[src/rtl/bouncing_box_renderer_pkg.sv]
// Shared definitions for the bouncing box renderer: raster defaults,
// FSM state encodings and the 8-entry bounce palette.
package bouncing_box_renderer_pkg;

    localparam int H_ACTIVE_DEF = 640;
    localparam int V_ACTIVE_DEF = 480;

    typedef enum logic [1:0] {
        S_WAIT  = 2'd0,
        S_UPD_X = 2'd1,
        S_UPD_Y = 2'd2,
        S_HOLD  = 2'd3
    } state_t;

    // Palette colours are {B,G,R}; index advances on every bounce
    function automatic logic [11:0] paletteColor(input logic [2:0] idx);
        logic [11:0] color;
        case (idx)
            3'd0:    color = 12'h00F;
            3'd1:    color = 12'h0F0;
            3'd2:    color = 12'hF00;
            3'd3:    color = 12'h0FF;
            3'd4:    color = 12'hF0F;
            3'd5:    color = 12'hFF0;
            3'd6:    color = 12'hFFF;
            default: color = 12'h888;
        endcase
        return color;
    endfunction

endpackage

[src/rtl/bouncing_box_renderer_debouncer.sv]
// Push-button conditioner: synchronises the raw button, accepts a new level
// only after it has been stable for DB_CYCLES clocks, and emits a one-clock
// pulse on each accepted 0->1 transition.
module bouncing_box_renderer_debouncer #(
    parameter int DB_CYCLES = 2000000
) (
    input  logic i_clk,
    input  logic i_rst_n,
    input  logic i_btn,
    output logic o_pulse
);

    localparam int CW = (DB_CYCLES > 1) ? $clog2(DB_CYCLES) : 1;

    logic          r_sync1;
    logic          r_sync2;
    logic          r_stable;
    logic [CW-1:0] r_count;

    // Synchronise, then count consecutive cycles the input disagrees with the accepted level
    always_ff @(posedge i_clk or negedge i_rst_n) begin
        if (!i_rst_n) begin
            r_sync1  <= 1'b0;
            r_sync2  <= 1'b0;
            r_stable <= 1'b0;
            r_count  <= '0;
            o_pulse  <= 1'b0;
        end else begin
            r_sync1 <= i_btn;
            r_sync2 <= r_sync1;
            o_pulse <= 1'b0;
            if (r_sync2 == r_stable) begin
                r_count <= '0;
            end else if (r_count == CW'(DB_CYCLES - 1)) begin
                r_stable <= r_sync2;
                r_count  <= '0;
                o_pulse  <= r_sync2;
            end else begin
                r_count <= r_count + 1'b1;
            end
        end
    end

endmodule

[src/rtl/bouncing_box_renderer.sv]
// Pixel source for the VGA interface: draws a square that moves once per
// frame during vertical blank, bounces off the screen edges, changes colour
// on every bounce, and can be paused with a debounced push-button.
module bouncing_box_renderer
    import bouncing_box_renderer_pkg::*;
#(
    parameter int          H_ACTIVE  = H_ACTIVE_DEF,
    parameter int          V_ACTIVE  = V_ACTIVE_DEF,
    parameter int          BOX_SIZE  = 32,
    parameter int          STEP_X    = 2,
    parameter int          STEP_Y    = 1,
    parameter logic [11:0] BG_COLOR  = 12'h000,
    parameter int          DB_CYCLES = 2000000
) (
    input  logic        i_clk,
    input  logic        i_rst_n,
    input  logic [9:0]  i_xCoord,
    input  logic [9:0]  i_yCoord,
    input  logic        i_btnPause,
    output logic [11:0] o_pixelColor,
    output logic [7:0]  o_bounceCount,
    output logic        o_paused
);

    localparam logic [10:0] XMAX    = 11'(H_ACTIVE - BOX_SIZE);
    localparam logic [10:0] YMAX    = 11'(V_ACTIVE - BOX_SIZE);
    localparam logic [10:0] X_START = 11'((H_ACTIVE - BOX_SIZE) / 2);
    localparam logic [10:0] Y_START = 11'((V_ACTIVE - BOX_SIZE) / 2);
    localparam logic [10:0] SX      = 11'(STEP_X);
    localparam logic [10:0] SY      = 11'(STEP_Y);
    localparam logic [10:0] HA      = 11'(H_ACTIVE);
    localparam logic [10:0] VA      = 11'(V_ACTIVE);
    localparam logic [10:0] BS      = 11'(BOX_SIZE);

    state_t      r_state;
    logic [9:0]  r_prevY;
    logic [10:0] r_boxX;
    logic [10:0] r_boxY;
    logic        r_dirX;
    logic        r_dirY;
    logic        r_hitX;
    logic [2:0]  r_palIdx;
    logic [7:0]  r_bounceCount;
    logic        r_pausePending;
    logic        r_paused;

    logic        w_btnPulse;
    logic        w_frameTick;
    logic [10:0] w_x;
    logic [10:0] w_y;
    logic        w_inside;
    logic [10:0] w_nextX;
    logic        w_nextDirX;
    logic        w_hitX;
    logic [10:0] w_nextY;
    logic        w_nextDirY;
    logic        w_hitY;

    bouncing_box_renderer_debouncer #(
        .DB_CYCLES(DB_CYCLES)
    ) u_debouncer (
        .i_clk   (i_clk),
        .i_rst_n (i_rst_n),
        .i_btn   (i_btnPause),
        .o_pulse (w_btnPulse)
    );

    assign w_x         = {1'b0, i_xCoord};
    assign w_y         = {1'b0, i_yCoord};
    assign w_frameTick = (w_y == VA) && ({1'b0, r_prevY} != VA);

    // Candidate horizontal move: clamp to the edge and reverse when the step would reach it
    always_comb begin
        w_nextX    = r_boxX;
        w_nextDirX = r_dirX;
        w_hitX     = 1'b0;
        if (r_dirX) begin
            if (r_boxX + SX >= XMAX) begin
                w_nextX    = XMAX;
                w_nextDirX = 1'b0;
                w_hitX     = 1'b1;
            end else begin
                w_nextX = r_boxX + SX;
            end
        end else begin
            if (r_boxX <= SX) begin
                w_nextX    = '0;
                w_nextDirX = 1'b1;
                w_hitX     = 1'b1;
            end else begin
                w_nextX = r_boxX - SX;
            end
        end
    end

    // Candidate vertical move, mirroring the horizontal rule
    always_comb begin
        w_nextY    = r_boxY;
        w_nextDirY = r_dirY;
        w_hitY     = 1'b0;
        if (r_dirY) begin
            if (r_boxY + SY >= YMAX) begin
                w_nextY    = YMAX;
                w_nextDirY = 1'b0;
                w_hitY     = 1'b1;
            end else begin
                w_nextY = r_boxY + SY;
            end
        end else begin
            if (r_boxY <= SY) begin
                w_nextY    = '0;
                w_nextDirY = 1'b1;
                w_hitY     = 1'b1;
            end else begin
                w_nextY = r_boxY - SY;
            end
        end
    end

    // Frame-update FSM: one X step, one Y step, then hold until vertical blank line ends
    always_ff @(posedge i_clk or negedge i_rst_n) begin
        if (!i_rst_n) begin
            r_state        <= S_WAIT;
            r_prevY        <= '0;
            r_boxX         <= X_START;
            r_boxY         <= Y_START;
            r_dirX         <= 1'b1;
            r_dirY         <= 1'b1;
            r_hitX         <= 1'b0;
            r_palIdx       <= '0;
            r_bounceCount  <= '0;
            r_pausePending <= 1'b0;
            r_paused       <= 1'b0;
        end else begin
            r_prevY <= i_yCoord;
            if (w_btnPulse) begin
                r_pausePending <= ~r_pausePending;
            end
            if (w_frameTick) begin
                r_paused <= r_pausePending;
            end
            case (r_state)
                S_WAIT: begin
                    if (w_frameTick) begin
                        r_state <= r_pausePending ? S_HOLD : S_UPD_X;
                    end
                end
                S_UPD_X: begin
                    r_boxX  <= w_nextX;
                    r_dirX  <= w_nextDirX;
                    r_hitX  <= w_hitX;
                    r_state <= S_UPD_Y;
                end
                S_UPD_Y: begin
                    r_boxY <= w_nextY;
                    r_dirY <= w_nextDirY;
                    if (r_hitX || w_hitY) begin
                        r_bounceCount <= r_bounceCount + 8'd1;
                        r_palIdx      <= r_palIdx + 3'd1;
                    end
                    r_state <= S_HOLD;
                end
                S_HOLD: begin
                    if (w_y != VA) begin
                        r_state <= S_WAIT;
                    end
                end
                default: r_state <= S_WAIT;
            endcase
        end
    end

    assign w_inside = (w_x >= r_boxX) && (w_x < r_boxX + BS) &&
                      (w_y >= r_boxY) && (w_y < r_boxY + BS) &&
                      (w_x < HA) && (w_y < VA);

    // Registered pixel colour, one clock behind the incoming coordinates
    always_ff @(posedge i_clk or negedge i_rst_n) begin
        if (!i_rst_n) begin
            o_pixelColor <= BG_COLOR;
        end else begin
            o_pixelColor <= w_inside ? paletteColor(r_palIdx) : BG_COLOR;
        end
    end

    assign o_bounceCount = r_bounceCount;
    assign o_paused      = r_paused;

endmodule
[config.mk]
export PLATFORM = sky130hd
export DESIGN_NAME = bouncing_box_renderer
export DESIGN_NICKNAME = d
export VERILOG_FILES = /design/src/rtl/bouncing_box_renderer_pkg.sv /design/src/rtl/bouncing_box_renderer_debouncer.sv /design/src/rtl/bouncing_box_renderer.sv
export SDC_FILE = /design/constraint.sdc
export NUM_CORES = 1
export LEC_CHECK = 0
export BUFFER_PORTS_ARGS = -buffer_cell sky130_fd_sc_hd__buf_2
export CORE_MARGIN = 5
export CORE_UTILIZATION = 45
export DETAILED_ROUTE_END_ITERATION = 10
export PLACE_DENSITY_LB_ADDON = 0.25
export SETUP_SLACK_MARGIN = 0.2
export SLEW_MARGIN = 0
export SYNTH_ARGS = -nofsm -noshare
export SYNTH_HDL_FRONTEND = slang
export SYNTH_SLANG_ARGS = --single-unit
[constraint.sdc]
create_clock -name i_clk -period 4.8 [get_ports i_clk]
set_clock_uncertainty 0.15 [all_clocks]
set_input_delay 0.96 -clock i_clk [delete_from_list [all_inputs] [get_ports i_clk]]
set_output_delay 0.96 -clock i_clk [all_outputs]
set_load 0.01 [all_outputs]
* Word level (Yosys, flattened, before mapping)
Cells that the tools add are included.
** Storage, ports and cells
- Register bits :: 87
- Output and inout port bits :: 21
- Logic and storage cells :: 92
** Cells by class
- $add $sub $neg :: 9
- Magnitude comparators :: 10
- Equality and inequality tests :: 16
- Multiplexer cells :: 26
- Bitwise logic cells :: 2
- Reduce and logical (&&, ||, !) cells :: 12
** Operators with widths (number)
- $pmux W12 S7 :: 1
- $mux W11 :: 6
- $mux W21 :: 2
- $add A11 B6 Y11 const B :: 2
- $ge A10 B11 Y1 :: 2
- $lt A10 B11 Y1 :: 2
- $add A21 B1 Y21 const B :: 1
- $eq A21 B21 Y1 const B :: 1
- $ne A10 B9 Y1 const B :: 2
- $mux W1 :: 12
- $mux W12 :: 1
- $add A11 B1 Y11 const B :: 1
- $add A11 B2 Y11 const B :: 1
- $ge A11 B10 Y1 const B :: 1
- $ge A11 B9 Y1 const B :: 1
- $le A11 B1 Y1 const B :: 1
- $le A11 B2 Y1 const B :: 1
- $sub A11 B1 Y11 const B :: 1
- $sub A11 B2 Y11 const B :: 1
- $eq A10 B9 Y1 const B :: 1
- $lt A10 B10 Y1 const B :: 1
- $lt A10 B9 Y1 const B :: 1
- $eq A3 B3 Y1 const B :: 3
- $add A8 B1 Y8 const B :: 1
- 15 further kinds :: 28

* Depth between registers and ports, before layout
- Depth in word-level cells :: 8
- Gate-level depth with buffers :: 10

* Hierarchy
From an unflattened synthesis, not the netlist that was laid out.
** Unflattened totals
- Cell total of the unflattened synthesis :: 585
- Area, all modules :: 5388.9 µm²
** Modules (own cells, without submodules)
- bouncing_box_renderer :: times used 1, cells an instance 465, area an instance 4177.8 µm²
- bouncing_box_renderer_debouncer :: times used 1, cells an instance 120, area an instance 1211.2 µm²

* Worst setup path before layout
No wires, ideal clock.
- Path kind :: input to register
- Start :: input i_xCoord[1]
- End :: register o_pixelColor[2]
- Library setup time :: 0.068 ns
- Arrival :: 2.599 ns
- Required time :: 4.582 ns
- Path slack :: 1.983 ns
- Stages on the path :: 8
- Path buffers :: 0
- Cell sequence :: ha_1 > o21a_1 > o211ai_1 > a21oi_1 > o2111ai_1 > a21oi_1 > a2111oi_2 > and3_1
** On the way
- Word-level cells in the longest chain between the ends :: 7
- Elaborated cells between the ends (all ways) :: 9
** Ends and longest elaborated chain
- start: declaration :: line bouncing_box_renderer.sv:17 : input logic [9:0] i_xCoord,
- $ge A10 B11 Y1 / $lt A10 B11 Y1 (equally long branches) :: line bouncing_box_renderer.sv:173 : assign w_inside = (w_x >= r_boxX) && (w_x < r_boxX + BS) &&
- $logic_and A1 B1 Y1 (2 in series) :: line bouncing_box_renderer.sv:173
- $logic_and A1 B1 Y1 :: line bouncing_box_renderer.sv:174 : (w_y >= r_boxY) && (w_y < r_boxY + BS) &&
- $logic_and A1 B1 Y1 (*) :: line bouncing_box_renderer.sv:174
- $logic_and A1 B1 Y1 (*) :: line bouncing_box_renderer.sv:175 : (w_x < HA) && (w_y < VA);
- $mux W12 (*) :: line bouncing_box_renderer.sv:182 : o_pixelColor <= w_inside ? paletteColor(r_palIdx) : BG_COLOR;
- end signal: assignment :: line bouncing_box_renderer.sv:182
- end: declaration :: line bouncing_box_renderer.sv:20 : output logic [11:0] o_pixelColor,
Mark *: on every way between the ends. The rest lies on a longest branch, timed or not.
A chain may end at the register's enable or synchronous reset.

* Final worst setup path
- Start :: register r_boxY[5]
- End :: register o_pixelColor[10]
** On the way
- Word-level cells in the longest chain between the ends :: 6
- Elaborated cells between the ends (all ways) :: 8
** Ends and longest elaborated chain
- start: declaration :: line bouncing_box_renderer.sv:38 : logic [10:0] r_boxY;
- start signal: assignment :: line bouncing_box_renderer.sv:155 : r_boxY <= w_nextY;
- $add A11 B6 Y11 / $ge A10 B11 Y1 (equally long branches) :: line bouncing_box_renderer.sv:174
- $lt A10 B11 Y1 / $logic_and A1 B1 Y1 (equally long branches) :: line bouncing_box_renderer.sv:174, bouncing_box_renderer.sv:173
- $logic_and A1 B1 Y1 (*) (2 in series) :: line bouncing_box_renderer.sv:174
- $logic_and A1 B1 Y1 (*) :: line bouncing_box_renderer.sv:175
- $mux W12 (*) :: line bouncing_box_renderer.sv:182
Marked as above.

==> results_dict.tcl <==
set metrics [dict create \
    r2r_cells 10 \
    die_h_microns 119 \
    min-delay-start "u_debouncer.r_sync1$_DFF_PN0_" \
    die-area_sq_um 14100 \
    core-area_sq_um 11500 \
    grt_pass1_wl_microns 20200 \
    cts_setup_buffers 0 \
    utilization_pct 51.0 \
    layout_min_cycle_time_ns 3.26 \
    viasPerCell 5.73 \
    timing.fmax_mhz 307 \
    holdPathStages 0 \
    relSlewSlack_pct 32.2 \
    total_power_w 0.00307 \
    rsz0062_at_grt "false" \
    crit_arrival_ns 3.39 \
    timing.rr.end "o_pixelColor[10]$_DFF_PN0_" \
    worstSkewPairLatency_ns 0.35 \
    grt_pass1_vias 4248 \
    avgSynthCellArea_sq_um 9.47 \
    finalSetupViolCount 0 \
    met3_length_microns 556 \
    finalSetupTns_ns 0 \
    met1_length_microns 5440 \
    worst_setup_path_start_kind "register" \
    async_flop_share_pct 100 \
    ctsHtreeMaxLevel 3 \
    layout-drive-gt1-share_pct 14.7 \
    yosys_warnings 0 \
    io_pins 44 \
    tightest_slew_ns 1.02 \
    min_to "u_debouncer.r_sync2$_DFF_PN0_" \
    clk_path_buf_depth 2 \
    stdcell_count 735 \
    final-hold-violation-count 0 \
    hp-class "register to register" \
    cts_root_buffer "clkbuf_16" \
    vias 4212 \
    final_antenna_net_count 0 \
    gr-usage-all-layers_pct 17.3 \
    met2WireLength_microns 5380 \
    synth_seq_cells 80 \
    syn_to_final_growth_pct 10.6 \
    cts_buffers 9 \
    clock_sinks 80 \
    slew_violations 0 \
    num_rows 39 \
    drt_iter0_drc 239 \
    worst_setup_path_end_kind "register" \
    antenna_found_initial 0 \
    place_inst 719 \
    clkTransAtPathRegs_ns 0.07 \
    peakVddDrop_v 0.000279 \
    ys.flop_type "dfrtp_1" \
    synth_edf_count 0 \
    drc_errors 0 \
    nets 660 \
    timing.rr.start "r_boxY[5]$_DFFE_PN1P_" \
    highest_layer "met4" \
    status "complete, no violations" \
    dp_hpwl_microns 8470 \
    wl_microns 11600 \
    netlist_instances 561 \
    p_per_area_nw_per_um2 522 \
    io_buffers 42 \
    cts_tree "built" \
    worst-path-max-fanout 8 \
    drt_first_pass_iters 4 \
    initial_core_util_pct 46.1 \
    syn_nets 634 \
    synth.cell_area_sq_um 5310 \
    wire_per_inst_microns 15.7 \
    fp.dieW_microns 119 \
    ctsResizeCount 0 \
    ys_types 74 \
    critPathRequiredTime_ns 4.93 \
    grt_overflow 0 \
    crit_type "register to register" \
    cap_violations 0 \
    r2r_slack_ns 1.54 \
    period_share_pct 68.0 \
    gp_congestion 0.861 \
    leakage_nw 2.74 \
    antenna-diode-count 0 \
    cts-hold-fix-buffers 0 \
    ys_seq_area_share_pct 37.9 \
    grt_max_degree 81 \
]
routing by layer:
| metal | vias up | global-route usage, % |
|---|---|---|
| li1 | 2060 | - |
| met1 | 2041 | 23.3 |
| met2 | 95 | 27.5 |
| met3 | 16 | 4.11 |
| met4 | 0 | 5.65 |
| met5 | - | 0 |
placed cells by master, fill, tap and decap left out, types with 3 or more instances in the layout:
master	synthesis	final
a211o_1	4	4
a211oi_1	3	3
a21o_1	8	8
a21oi_1	29	29
a31o_2	3	3
a31oi_1	3	3
and2_1	4	4
and3_1	15	15
and4_1	6	6
buf_2	6	41
bufinv_16	0	3
clkbuf_16	0	9
dfrtp_1	72	72
dfstp_2	8	8
ha_1	50	50
inv_1	33	33
inv_6	0	3
mux2_2	3	3
mux2i_1	3	3
nand2_1	35	35
nand2b_1	4	4
nand3_1	31	31
nand4_1	9	9
nor2_1	44	44
nor3_1	14	14
nor3b_1	4	4
nor4_1	7	7
nor4b_1	3	3
o21a_1	7	7
o21ai_0	29	29
o221ai_1	5	5
o31ai_1	3	3
xnor2_1	28	28
xor2_1	19	19
where the power goes:
| part | internal, W | switching (W) |
|---|---|---|
| clock network | 0.000514 | 0.000296 |
| logic | 0.000511 | 0.000713 |
| registers | 0.000819 | 0.000217 |
synthesized netlist by cell type (9+ instances only):
cell type   n  area [sq um]
o21ai_0    29           145
xor2_1     19           166
dfrtp_1    72          1800
ha_1       50           626
nor3_1     14          70.1
a21oi_1    29           145
clkbuf_1   10          37.5
xnor2_1    28           245
nand4_1     9          56.3
and3_1     15          93.8
nand3_1    31           155
nor2_1     44           165
inv_1      33           124
nand2_1    35           131
worst max-delay path: stages, from the launching register on:
cell and delay [ns]:
dfstp_2 0.63, inv_1 0.15, ha_1 0.31, inv_1 0.04, ha_1 0.29, a211o_1 0.28, o221ai_1 0.17, a21oi_1 0.07
or4_1 0.40, a31oi_1 0.44, and3_1 0.26
cell type report:
type                            count  area [sq um]
Timing Repair Buffer               42           213
Clock buffer                        9           225
Inverter                           35           131
Sequential cell                    80          2010
Tap cell                          143           179
Multi-Input combinational cell    419          2990
Clock inverter                      7           124
Fill cell                        1069          5640
cell families after synthesis:
kind of cell    count (synthesis)  share of synthesized area, %
compound gates                121                          15.5
xor+xnor                       47                          7.75
fa+ha+maj                      50                          11.8
buf+inv                        62                          5.80
flops                          80                          37.9
mux                             7                          1.48
simple gates                  194                          19.8
worst max-delay path by stage:
stage / startpoint / slack (ns) / cells after the start / to
after floorplan: i_xCoord[1] / 1.98 / 8 / o_pixelColor[2]$_DFF_PN0_
after global placement: i_yCoord[1] / 1.52 / 9 / o_pixelColor[6]$_DFF_PN0_
after detailed placement: i_yCoord[6] / 1.52 / 8 / o_pixelColor[10]$_DFF_PN0_
after CTS: r_boxY[5]$_DFFE_PN1P_ / 1.50 / 10 / o_pixelColor[10]$_DFF_PN0_
after global routing: r_boxY[5]$_DFFE_PN1P_ / 1.35 / 10 / o_pixelColor[2]$_DFF_PN0_
final: r_boxY[5]$_DFFE_PN1P_ / 1.54 / 10 / o_pixelColor[10]$_DFF_PN0_
state kept, by name (all words and copies together), names as in the netlist, 2 cells and up:
| register | cells |
|---|---|
| r_state | 2 |
| o_bounceCount | 8 |
| u_debouncer.r_count | 21 |
| r_palIdx | 3 |
| r_boxX | 10 |
| r_prevY | 10 |
| r_boxY | 11 |
| o_pixelColor | 6 |
per-stage QoR:
stage               area, sq um  hold WS, ns  worst slack (ns)
global route               5880        0.203              1.35
detailed placement         5530        0.186              1.52
CTS                        5880        0.201              1.50
finish                     5880        0.197              1.54
floorplan                  5310        0.181              1.98
global placement           5530        0.186              1.52
Power figures use the tool's default switching activity.
